$ cat src/rtl/fpadd_rr_scheduler_if.sv
// fpadd_rr_scheduler_if: request, classifier, adder and result signals of the shared fp-add scheduler.
interface fpadd_rr_scheduler_if;
    logic req0_valid, req0_ready, req1_valid, req1_ready;
    logic [31:0] req0_a, req0_b, req1_a, req1_b;
    logic [31:0] cls_a, cls_b, cls_s;
    logic cls_enable;
    logic dp_start, dp_done;
    logic [31:0] dp_a, dp_b, dp_sum;
    logic res_valid, res_ready, res_id, res_err;
    logic [31:0] res_data;
    modport slave (
        input req0_valid, req0_a, req0_b, req1_valid, req1_a, req1_b,
        input cls_enable, cls_s, dp_done, dp_sum, res_ready,
        output req0_ready, req1_ready, cls_a, cls_b, dp_start, dp_a, dp_b,
        output res_valid, res_id, res_data, res_err
    );
    modport master (
        output req0_valid, req0_a, req0_b, req1_valid, req1_a, req1_b,
        output cls_enable, cls_s, dp_done, dp_sum, res_ready,
        input req0_ready, req1_ready, cls_a, cls_b, dp_start, dp_a, dp_b,
        input res_valid, res_id, res_data, res_err
    );
endinterface

$ cat src/rtl/fpadd_rr_scheduler.sv
// fpadd_rr_scheduler: round-robin sharing of one fp adder between two requesters.
// Define FPADD_TIMEOUT_EN to add a watchdog that answers a quiet NaN when EXEC stalls.
module fpadd_rr_scheduler #(
    parameter int TIMEOUT_CYCLES = 64,
    parameter int TO_W = 8
) (
    input logic clk,
    input logic rst,
    fpadd_rr_scheduler_if.slave bus
);
    typedef enum logic [1:0] {IDLE, CLASSIFY, EXEC, RESP} state_t;
    state_t state, stateNext;
    logic prio, grant, granting, timeout;
    logic [31:0] opA, opB, resData;
    logic resId, resErr;

    if ((2 ** TO_W) <= TIMEOUT_CYCLES) begin : badTimeoutWidth
        $error("TO_W too narrow for TIMEOUT_CYCLES");
    end

`ifdef FPADD_TIMEOUT_EN
    logic [TO_W-1:0] toCnt;
    always_ff @(posedge clk)
        toCnt <= (rst || state != EXEC) ? '0 : toCnt + 1'b1;
    assign timeout = state == EXEC && toCnt == TO_W'(TIMEOUT_CYCLES - 1);
`else
    assign timeout = 1'b0;
`endif

    // Ready implies the granted requester is valid, so ready alone marks an accept.
    assign grant = (bus.req0_valid && bus.req1_valid) ? prio : bus.req1_valid;
    assign granting = !rst && state == IDLE && (bus.req0_valid || bus.req1_valid);
    assign bus.req0_ready = granting && !grant;
    assign bus.req1_ready = granting && grant;
    assign bus.cls_a = opA;
    assign bus.cls_b = opB;
    assign bus.dp_a = opA;
    assign bus.dp_b = opB;
    assign bus.dp_start = state == CLASSIFY && bus.cls_enable;
    assign bus.res_valid = state == RESP;
    assign bus.res_data = resData;
    assign bus.res_id = resId;
    assign bus.res_err = resErr;

    always_comb begin
        stateNext = state;
        case (state)
            IDLE: stateNext = granting ? CLASSIFY : IDLE;
            CLASSIFY: stateNext = bus.cls_enable ? EXEC : RESP;
            EXEC: stateNext = (bus.dp_done || timeout) ? RESP : EXEC;
            RESP: stateNext = bus.res_ready ? IDLE : RESP;
            default: stateNext = IDLE;
        endcase
    end

    always_ff @(posedge clk) begin
        if (rst) begin
            state <= IDLE;
            prio <= 1'b0;
            opA <= '0;
            opB <= '0;
            resData <= '0;
            resId <= 1'b0;
            resErr <= 1'b0;
        end else begin
            state <= stateNext;
            if (granting) begin
                opA <= grant ? bus.req1_a : bus.req0_a;
                opB <= grant ? bus.req1_b : bus.req0_b;
                resId <= grant;
                prio <= !grant;
            end
            if (state == CLASSIFY && !bus.cls_enable) begin
                resData <= bus.cls_s;
                resErr <= 1'b0;
            end
            // A done arriving on the expiry cycle takes precedence over the watchdog.
            if (state == EXEC && bus.dp_done) begin
                resData <= bus.dp_sum;
                resErr <= 1'b0;
            end else if (timeout) begin
                resData <= 32'h7FC00000;
                resErr <= 1'b1;
            end
        end
    end
endmodule

$ cat src/flat_wrapper.sv
// flat-port wrapper written by rule: the top's interface ports become plain ports
module fpadd_rr_scheduler_flat 
#(
    parameter int TIMEOUT_CYCLES = 64,
    parameter int TO_W = 8
)
  (clk, rst, bus_req0_valid, bus_req0_a, bus_req0_b, bus_req1_valid, bus_req1_a, bus_req1_b, bus_cls_enable, bus_cls_s, bus_dp_done, bus_dp_sum, bus_res_ready, bus_req0_ready, bus_req1_ready, bus_cls_a, bus_cls_b, bus_dp_start, bus_dp_a, bus_dp_b, bus_res_valid, bus_res_id, bus_res_data, bus_res_err);
  fpadd_rr_scheduler_if bus_i ();
  input logic clk;
  input logic rst;
  input wire logic [$bits(bus_i.req0_valid)-1:0] bus_req0_valid;
  input wire logic [$bits(bus_i.req0_a)-1:0] bus_req0_a;
  input wire logic [$bits(bus_i.req0_b)-1:0] bus_req0_b;
  input wire logic [$bits(bus_i.req1_valid)-1:0] bus_req1_valid;
  input wire logic [$bits(bus_i.req1_a)-1:0] bus_req1_a;
  input wire logic [$bits(bus_i.req1_b)-1:0] bus_req1_b;
  input wire logic [$bits(bus_i.cls_enable)-1:0] bus_cls_enable;
  input wire logic [$bits(bus_i.cls_s)-1:0] bus_cls_s;
  input wire logic [$bits(bus_i.dp_done)-1:0] bus_dp_done;
  input wire logic [$bits(bus_i.dp_sum)-1:0] bus_dp_sum;
  input wire logic [$bits(bus_i.res_ready)-1:0] bus_res_ready;
  output wire logic [$bits(bus_i.req0_ready)-1:0] bus_req0_ready;
  output wire logic [$bits(bus_i.req1_ready)-1:0] bus_req1_ready;
  output wire logic [$bits(bus_i.cls_a)-1:0] bus_cls_a;
  output wire logic [$bits(bus_i.cls_b)-1:0] bus_cls_b;
  output wire logic [$bits(bus_i.dp_start)-1:0] bus_dp_start;
  output wire logic [$bits(bus_i.dp_a)-1:0] bus_dp_a;
  output wire logic [$bits(bus_i.dp_b)-1:0] bus_dp_b;
  output wire logic [$bits(bus_i.res_valid)-1:0] bus_res_valid;
  output wire logic [$bits(bus_i.res_id)-1:0] bus_res_id;
  output wire logic [$bits(bus_i.res_data)-1:0] bus_res_data;
  output wire logic [$bits(bus_i.res_err)-1:0] bus_res_err;
  assign bus_i.req0_valid = bus_req0_valid;
  assign bus_i.req0_a = bus_req0_a;
  assign bus_i.req0_b = bus_req0_b;
  assign bus_i.req1_valid = bus_req1_valid;
  assign bus_i.req1_a = bus_req1_a;
  assign bus_i.req1_b = bus_req1_b;
  assign bus_i.cls_enable = bus_cls_enable;
  assign bus_i.cls_s = bus_cls_s;
  assign bus_i.dp_done = bus_dp_done;
  assign bus_i.dp_sum = bus_dp_sum;
  assign bus_i.res_ready = bus_res_ready;
  assign bus_req0_ready = bus_i.req0_ready;
  assign bus_req1_ready = bus_i.req1_ready;
  assign bus_cls_a = bus_i.cls_a;
  assign bus_cls_b = bus_i.cls_b;
  assign bus_dp_start = bus_i.dp_start;
  assign bus_dp_a = bus_i.dp_a;
  assign bus_dp_b = bus_i.dp_b;
  assign bus_res_valid = bus_i.res_valid;
  assign bus_res_id = bus_i.res_id;
  assign bus_res_data = bus_i.res_data;
  assign bus_res_err = bus_i.res_err;
  fpadd_rr_scheduler #(.TIMEOUT_CYCLES(TIMEOUT_CYCLES), .TO_W(TO_W)) u_core (.clk(clk), .rst(rst), .bus(bus_i));
endmodule
$ cat config.mk
export PLATFORM = sky130hd
export DESIGN_NAME = fpadd_rr_scheduler_flat
export DESIGN_NICKNAME = d
export VERILOG_FILES = /design/src/rtl/fpadd_rr_scheduler_if.sv /design/src/rtl/fpadd_rr_scheduler.sv /design/src/flat_wrapper.sv
export SDC_FILE = /design/constraint.sdc
export NUM_CORES = 1
export LEC_CHECK = 0
export ABC_AREA = 1
export CORE_AREA = 5 5 139 141
export DETAILED_ROUTE_END_ITERATION = 6
export DIE_AREA = 0 0 144 146
export PLACE_DENSITY = 0.7
export SYNTH_ARGS = -nofsm -noshare
export SYNTH_HDL_FRONTEND = slang
export SYNTH_SLANG_ARGS = --single-unit
export TNS_END_PERCENT = 20
$ cat constraint.sdc
create_clock -name clk -period 1.1 [get_ports clk]
set_input_delay 0.22 -clock clk [delete_from_list [all_inputs] [get_ports clk]]
set_output_delay 0.22 -clock clk [all_outputs]
set_load 0.01 [all_outputs]
* Word-level counts from Yosys, hierarchy flattened
Index checks and enable logic that the tools add are counted.
** Word-level totals
- Memories kept :: 0
- Memory bits (writable) :: 0
- Output and inout bits :: 166
- Input bits :: 199
- Logic and storage cells :: 33
- Register bits after elaboration :: 100
- Bits in latches :: 0
- Memory bits (read-only) :: 0
** Cells by class
- Bitwise logic cells :: 0
- Multiply operators :: 0
- Mux-type cells :: 10
- $lt $le $gt $ge :: 0
- Divide/modulo/power cells :: 0
- Equality and inequality tests :: 3
- Shift operators :: 0
- Reduce and logical (&&, ||, !) cells :: 14
- $add $sub $neg :: 0
** Operators with widths (number)
- 2-to-1 mux 32 bit :: 4
- logical AND 1 bit :: 8
- case mux 2 bit (4 select lines) :: 1
- == test 2 bit (second input constant) :: 2
- 2-to-1 mux 1 bit :: 4
- logical NOT 1 bit :: 3
- == test 2 x 1 -> 1 bit (second input constant) :: 1
- logical NOT 2 bit :: 1
- 2-to-1 mux 2 bit :: 1
- nonzero test 2 bit :: 1
- logical OR 1 bit :: 1

* Longest topological paths before layout
Gate-level depths: netlist of run 1.
- Depth in word-level cells :: 5
- Gate-level depth with buffers :: 9
- Gate-level depth less buffers :: 7

* Worst setup path before layout of run 1
No wires, ideal clock.
- Path kind :: register to output
- From :: reg u_core.state[0]
- To :: out bus_req0_ready
- Arrival time :: 1045 ps
- Slack :: -165 ps
- Path buffers :: 1
- Data required time :: 880 ps
- Stages on the path, launching flop included :: 5
- Cells stage by stage :: dfxtp_1 nor2_1 nand3_2 buf_4 a21oi_1
** On the way
- Cells in the longest elaborated chain, start to end :: 4
** RTL lines
- start: declaration :: RTL line fpadd_rr_scheduler.sv:12 : state_t state, stateNext;
- start signal: assignment :: RTL line fpadd_rr_scheduler.sv:66 : state <= stateNext;
- logical NOT 2 bit :: RTL line fpadd_rr_scheduler.sv:32 : assign granting = !rst && state == IDLE && (bus.req0_valid || bus.req1_valid);
- logical AND 1 bit (2 in a row) :: RTL line fpadd_rr_scheduler.sv:32
- logical AND 1 bit :: RTL line fpadd_rr_scheduler.sv:33 : assign bus.req0_ready = granting && !grant;
- end: declaration :: RTL line flat_wrapper.sv:22 : output wire logic [$bits(bus_i.req0_ready)-1:0] bus_req0_ready;
No other way between the ends.

* Worst setup path in the final report of run 1
- From :: reg u_core.state[0]
- To :: reg u_core.resData[8], in the netlist u_core.bus.res_data[8]
** On the way
- Cells in the longest elaborated chain, start to end :: 3
** RTL lines
- == test 2 bit or == test 2 x 1 -> 1 bit (tied branches) :: RTL line fpadd_rr_scheduler.sv:78, fpadd_rr_scheduler.sv:73
- logical AND 1 bit, on equally long branches :: RTL line fpadd_rr_scheduler.sv:78, fpadd_rr_scheduler.sv:73
- 2-to-1 mux 32 bit or nonzero test 2 bit (tied branches)
- end signal: assignment :: RTL line fpadd_rr_scheduler.sv:74 : resData <= bus.cls_s;
- end signal: assignment :: RTL line fpadd_rr_scheduler.sv:79 : resData <= bus.dp_sum;
- end: declaration :: RTL line fpadd_rr_scheduler.sv:14 : logic [31:0] opA, opB, resData;
Parallel ways exist; a longest one is shown, timed or not.
A chain may end at the register's enable or synchronous reset.

==> results.json, run 1 <==
{
  "synth_area_leaders": "dfxtp_1 (37%), nand2_1 (26%), buf_4 (10%)",
  "maxCapViolations": 0,
  "clockPowerShare": 0.272,
  "run_status": "finished with violations",
  "seqPwrFrac": 0.330,
  "ioPinCount": 365,
  "clk_path_buf_depth": 2,
  "fin_crit_sh": 1.33,
  "finalMaxSlewViolations": 0,
  "syn_nets": 1036,
  "grt_pass1_wl_um": 33800,
  "setup_viol": 103,
  "drtIter0Drc": 247,
  "hold_start": "rst",
  "worst_ir_drop_vdd_mv": 0.783,
  "die_y_um": 146,
  "syn_area_sq_um": 5450,
  "end_kind": "flip-flop",
  "critPathKind": "reg -> reg",
  "ant_nets": 0,
  "dpl.hpwl_um": 16300,
  "io_buffers": 363,
  "clk_pin_slew_ns": 0.07,
  "synth_top_cell_by_area": "dfxtp_1",
  "max_freq_mhz": 683,
  "crit_arrival_ns": 1.67,
  "switching_share": 0.324,
  "floorplan.initialDensity": 0.305,
  "cts_root_buf": "clkbuf_16",
  "fin_crit_ns": 1.46,
  "final_common_cell": "nand2_1",
  "synth_top_area_frac": 0.368,
  "cts_num_sinks": 100,
  "netlist-cell-type-count": 20,
  "power.density_nw_per_um2": 1290,
  "violations": "negative setup slack",
  "num_vias": 6778,
  "slew_headroom": 0.575,
  "crit_start": "u_core.state[0]",
  "intPower_uw": 8750,
  "utilization": 0.561,
  "layout-drive-gt1-share": 0.361,
  "pwr-share-comb": 0.399,
  "p_leak_uw": 0.00469,
  "wl_per_cell_um": 18.5,
  "gp_congestion": 0.820,
  "overflow": 0,
  "cp.required_ns": 1.31,
  "hp-class": "in -> reg",
  "drc_errors": 0,
  "numCtsBuffers": 9,
  "critPathMaxFanout": 15,
  "setup_ws_ns": -0.364,
  "antenna_cells": 0,
  "grt_pass1_vias": 6211,
  "critPathLaunchType": "flip-flop",
  "final_cell_mix": "nand2_1 (346), clkdlybuf4s50_1 (196), clkbuf_2 (119)",
  "syn-mean-instance-area_sq_um": 6.51,
  "cts_tree": "built",
  "rows": 49,
  "first_pass_iters": 4,
  "die_w_um": 144,
  "cts_max_level": 3,
  "core_area_sq_um": 17800,
  "avgViaCountPerCell": 4.77,
  "ys_warn_count": 0,
  "reg2reg_from": "u_core.state[0]",
  "finalClockSkew_ns": 0.0110,
  "fillers": 1728,
  "area_growth_pct": 83.9,
  "timing.reg2reg.setup_slack_ns": -0.36,
  "ys_seq_area_frac": 0.368,
  "rsz0062_at_grt": "true",
  "nets": 1386,
  "power.switching_uw": 4200,
  "clkLatencyLatePin_ns": 0.35,
  "grt_usage": 0.203,
  "die-area_sq_um": 21000,
  "antenna_found_initial": 0,
  "fin_hold_ws_ns": 0.296,
  "ys_ff_latch": 100,
  "synthCells": 837,
  "worst_pin_slew_ns": 0.637,
  "grt_max_degree": 64,
  "drt_wl_total_um": 26300,
  "finalHoldViolCount": 0,
  "cts_hold_buf": 0
}
cell usage after synthesis (all sizes together):
cell and count:
a21oi 96, buf 109, clkbuf 16, clkinv 1
conb 1, dfxtp 100, inv 13, nand2 385
nand3 103, nand4 2, nor2 6, nor3 1
o21ai 4
final timing paths:
path,cells after the start,end
setup / recovery,9,u_core.bus.res_data[8]
setup reg to reg,9,u_core.bus.res_data[8]
hold reg to reg,2,u_core.bus.res_data[15]
hold / removal,5,u_core.bus.res_data[0]
critical path: stages, from the launching register on:
cell	delay, ns
dfxtp_4	0.36
buf_6	0.13
inv_4	0.06
buf_6	0.09
nand3_4	0.14
nand2_8	0.17
inv_8	0.05
clkbuf_16	0.18
nand2_1	0.08
a21oi_1	0.07
layout make-up:
| cell class | instances | area (sq um) | share of cell area |
|---|---|---|---|
| Timing Repair Buffer | 463 | 4290 | 0.429 |
| Multi-Input combinational cell | 598 | 2900 | 0.290 |
| Sequential cell | 100 | 2110 | 0.210 |
| Tap cell | 229 | 287 | 0.0286 |
| Clock buffer | 11 | 253 | 0.0252 |
| Inverter | 14 | 91.3 | 0.00912 |
| Clock inverter | 4 | 72.6 | 0.00725 |
| Timing Repair inverter | 1 | 11.3 | 0.00112 |
kinds of logic after synthesis:
group,after synthesis,share of synthesized area
AND/OR/NAND/NOR,497,0.374
other,1,0.000689
AO/OA/AOI/OAI,100,0.0988
flip-flops,100,0.368
buffers and inverters,139,0.159
repair_timing:
| action | CTS | global route |
|---|---|---|
| gates resized for setup | 253 | 491 |
| pin swaps | 11 | 16 |
| buffers inserted | 9 | 8 |
| endpoints found under the setup margin | 262 | 253 |
| cloned | 4 | 23 |
sequential cells by signal (all words and copies together), names as in the netlist:
signal,count
u_core.bus.cls_a,32
u_core.prio,1
u_core.bus.cls_b,32
u_core.bus.res_data,32
u_core.bus.res_id,1
u_core.state,2
per-layer routing:
layer / track usage / vias to the layer above / part of all wire
li1: - / 3310 / -
met1: 0.222 / 3085 / 0.35
met2: 0.370 / 321 / 0.51
met3: 0.0677 / 62 / 0.099
met4: 0.0565 / 0 / 0.038
met5: 0 / - / 0
power groups by stage:
stage	logic [uW]	registers, uW	clock network [uW]
6_report	5160	4270	3520
5_1_grt	5520	4310	3740
4_1_cts	4220	4200	3590
3_5_place_dp	4220	4290	0
3_3_place_gp	4180	4280	0
2_1_floorplan	1920	4410	0
metrics by stage:
step | power [uW] | TNS [ns] | worst slack, ns | cell area [sq um] | instances
global placement | 8460 | -73.28 | -0.887 | 9140 | 1362
finish | 13000 | -27.78 | -0.364 | 10000 | 1420
global route | 13600 | -34.58 | -0.421 | 10000 | 1420
CTS | 12000 | -45.99 | -0.366 | 9530 | 1390
floorplan | 6330 | -0.702 | -0.0174 | 5500 | 837
detailed placement | 8510 | -77.47 | -0.944 | 9140 | 1362
(Power assumes the default switching activity.)
==> run 2: changes to the inputs <==
--- a/config.mk
+++ b/config.mk
@@ -9,6 +9,7 @@
 export CORE_AREA = 5 5 139 141
 export DETAILED_ROUTE_END_ITERATION = 6
 export DIE_AREA = 0 0 144 146
+export GPL_TIMING_DRIVEN = 1
 export PLACE_DENSITY = 0.7
 export SYNTH_ARGS = -nofsm -noshare
 export SYNTH_HDL_FRONTEND = slang
==> results of run 2 <==
Final layout, timing and power as in run 1 (identical DEF).
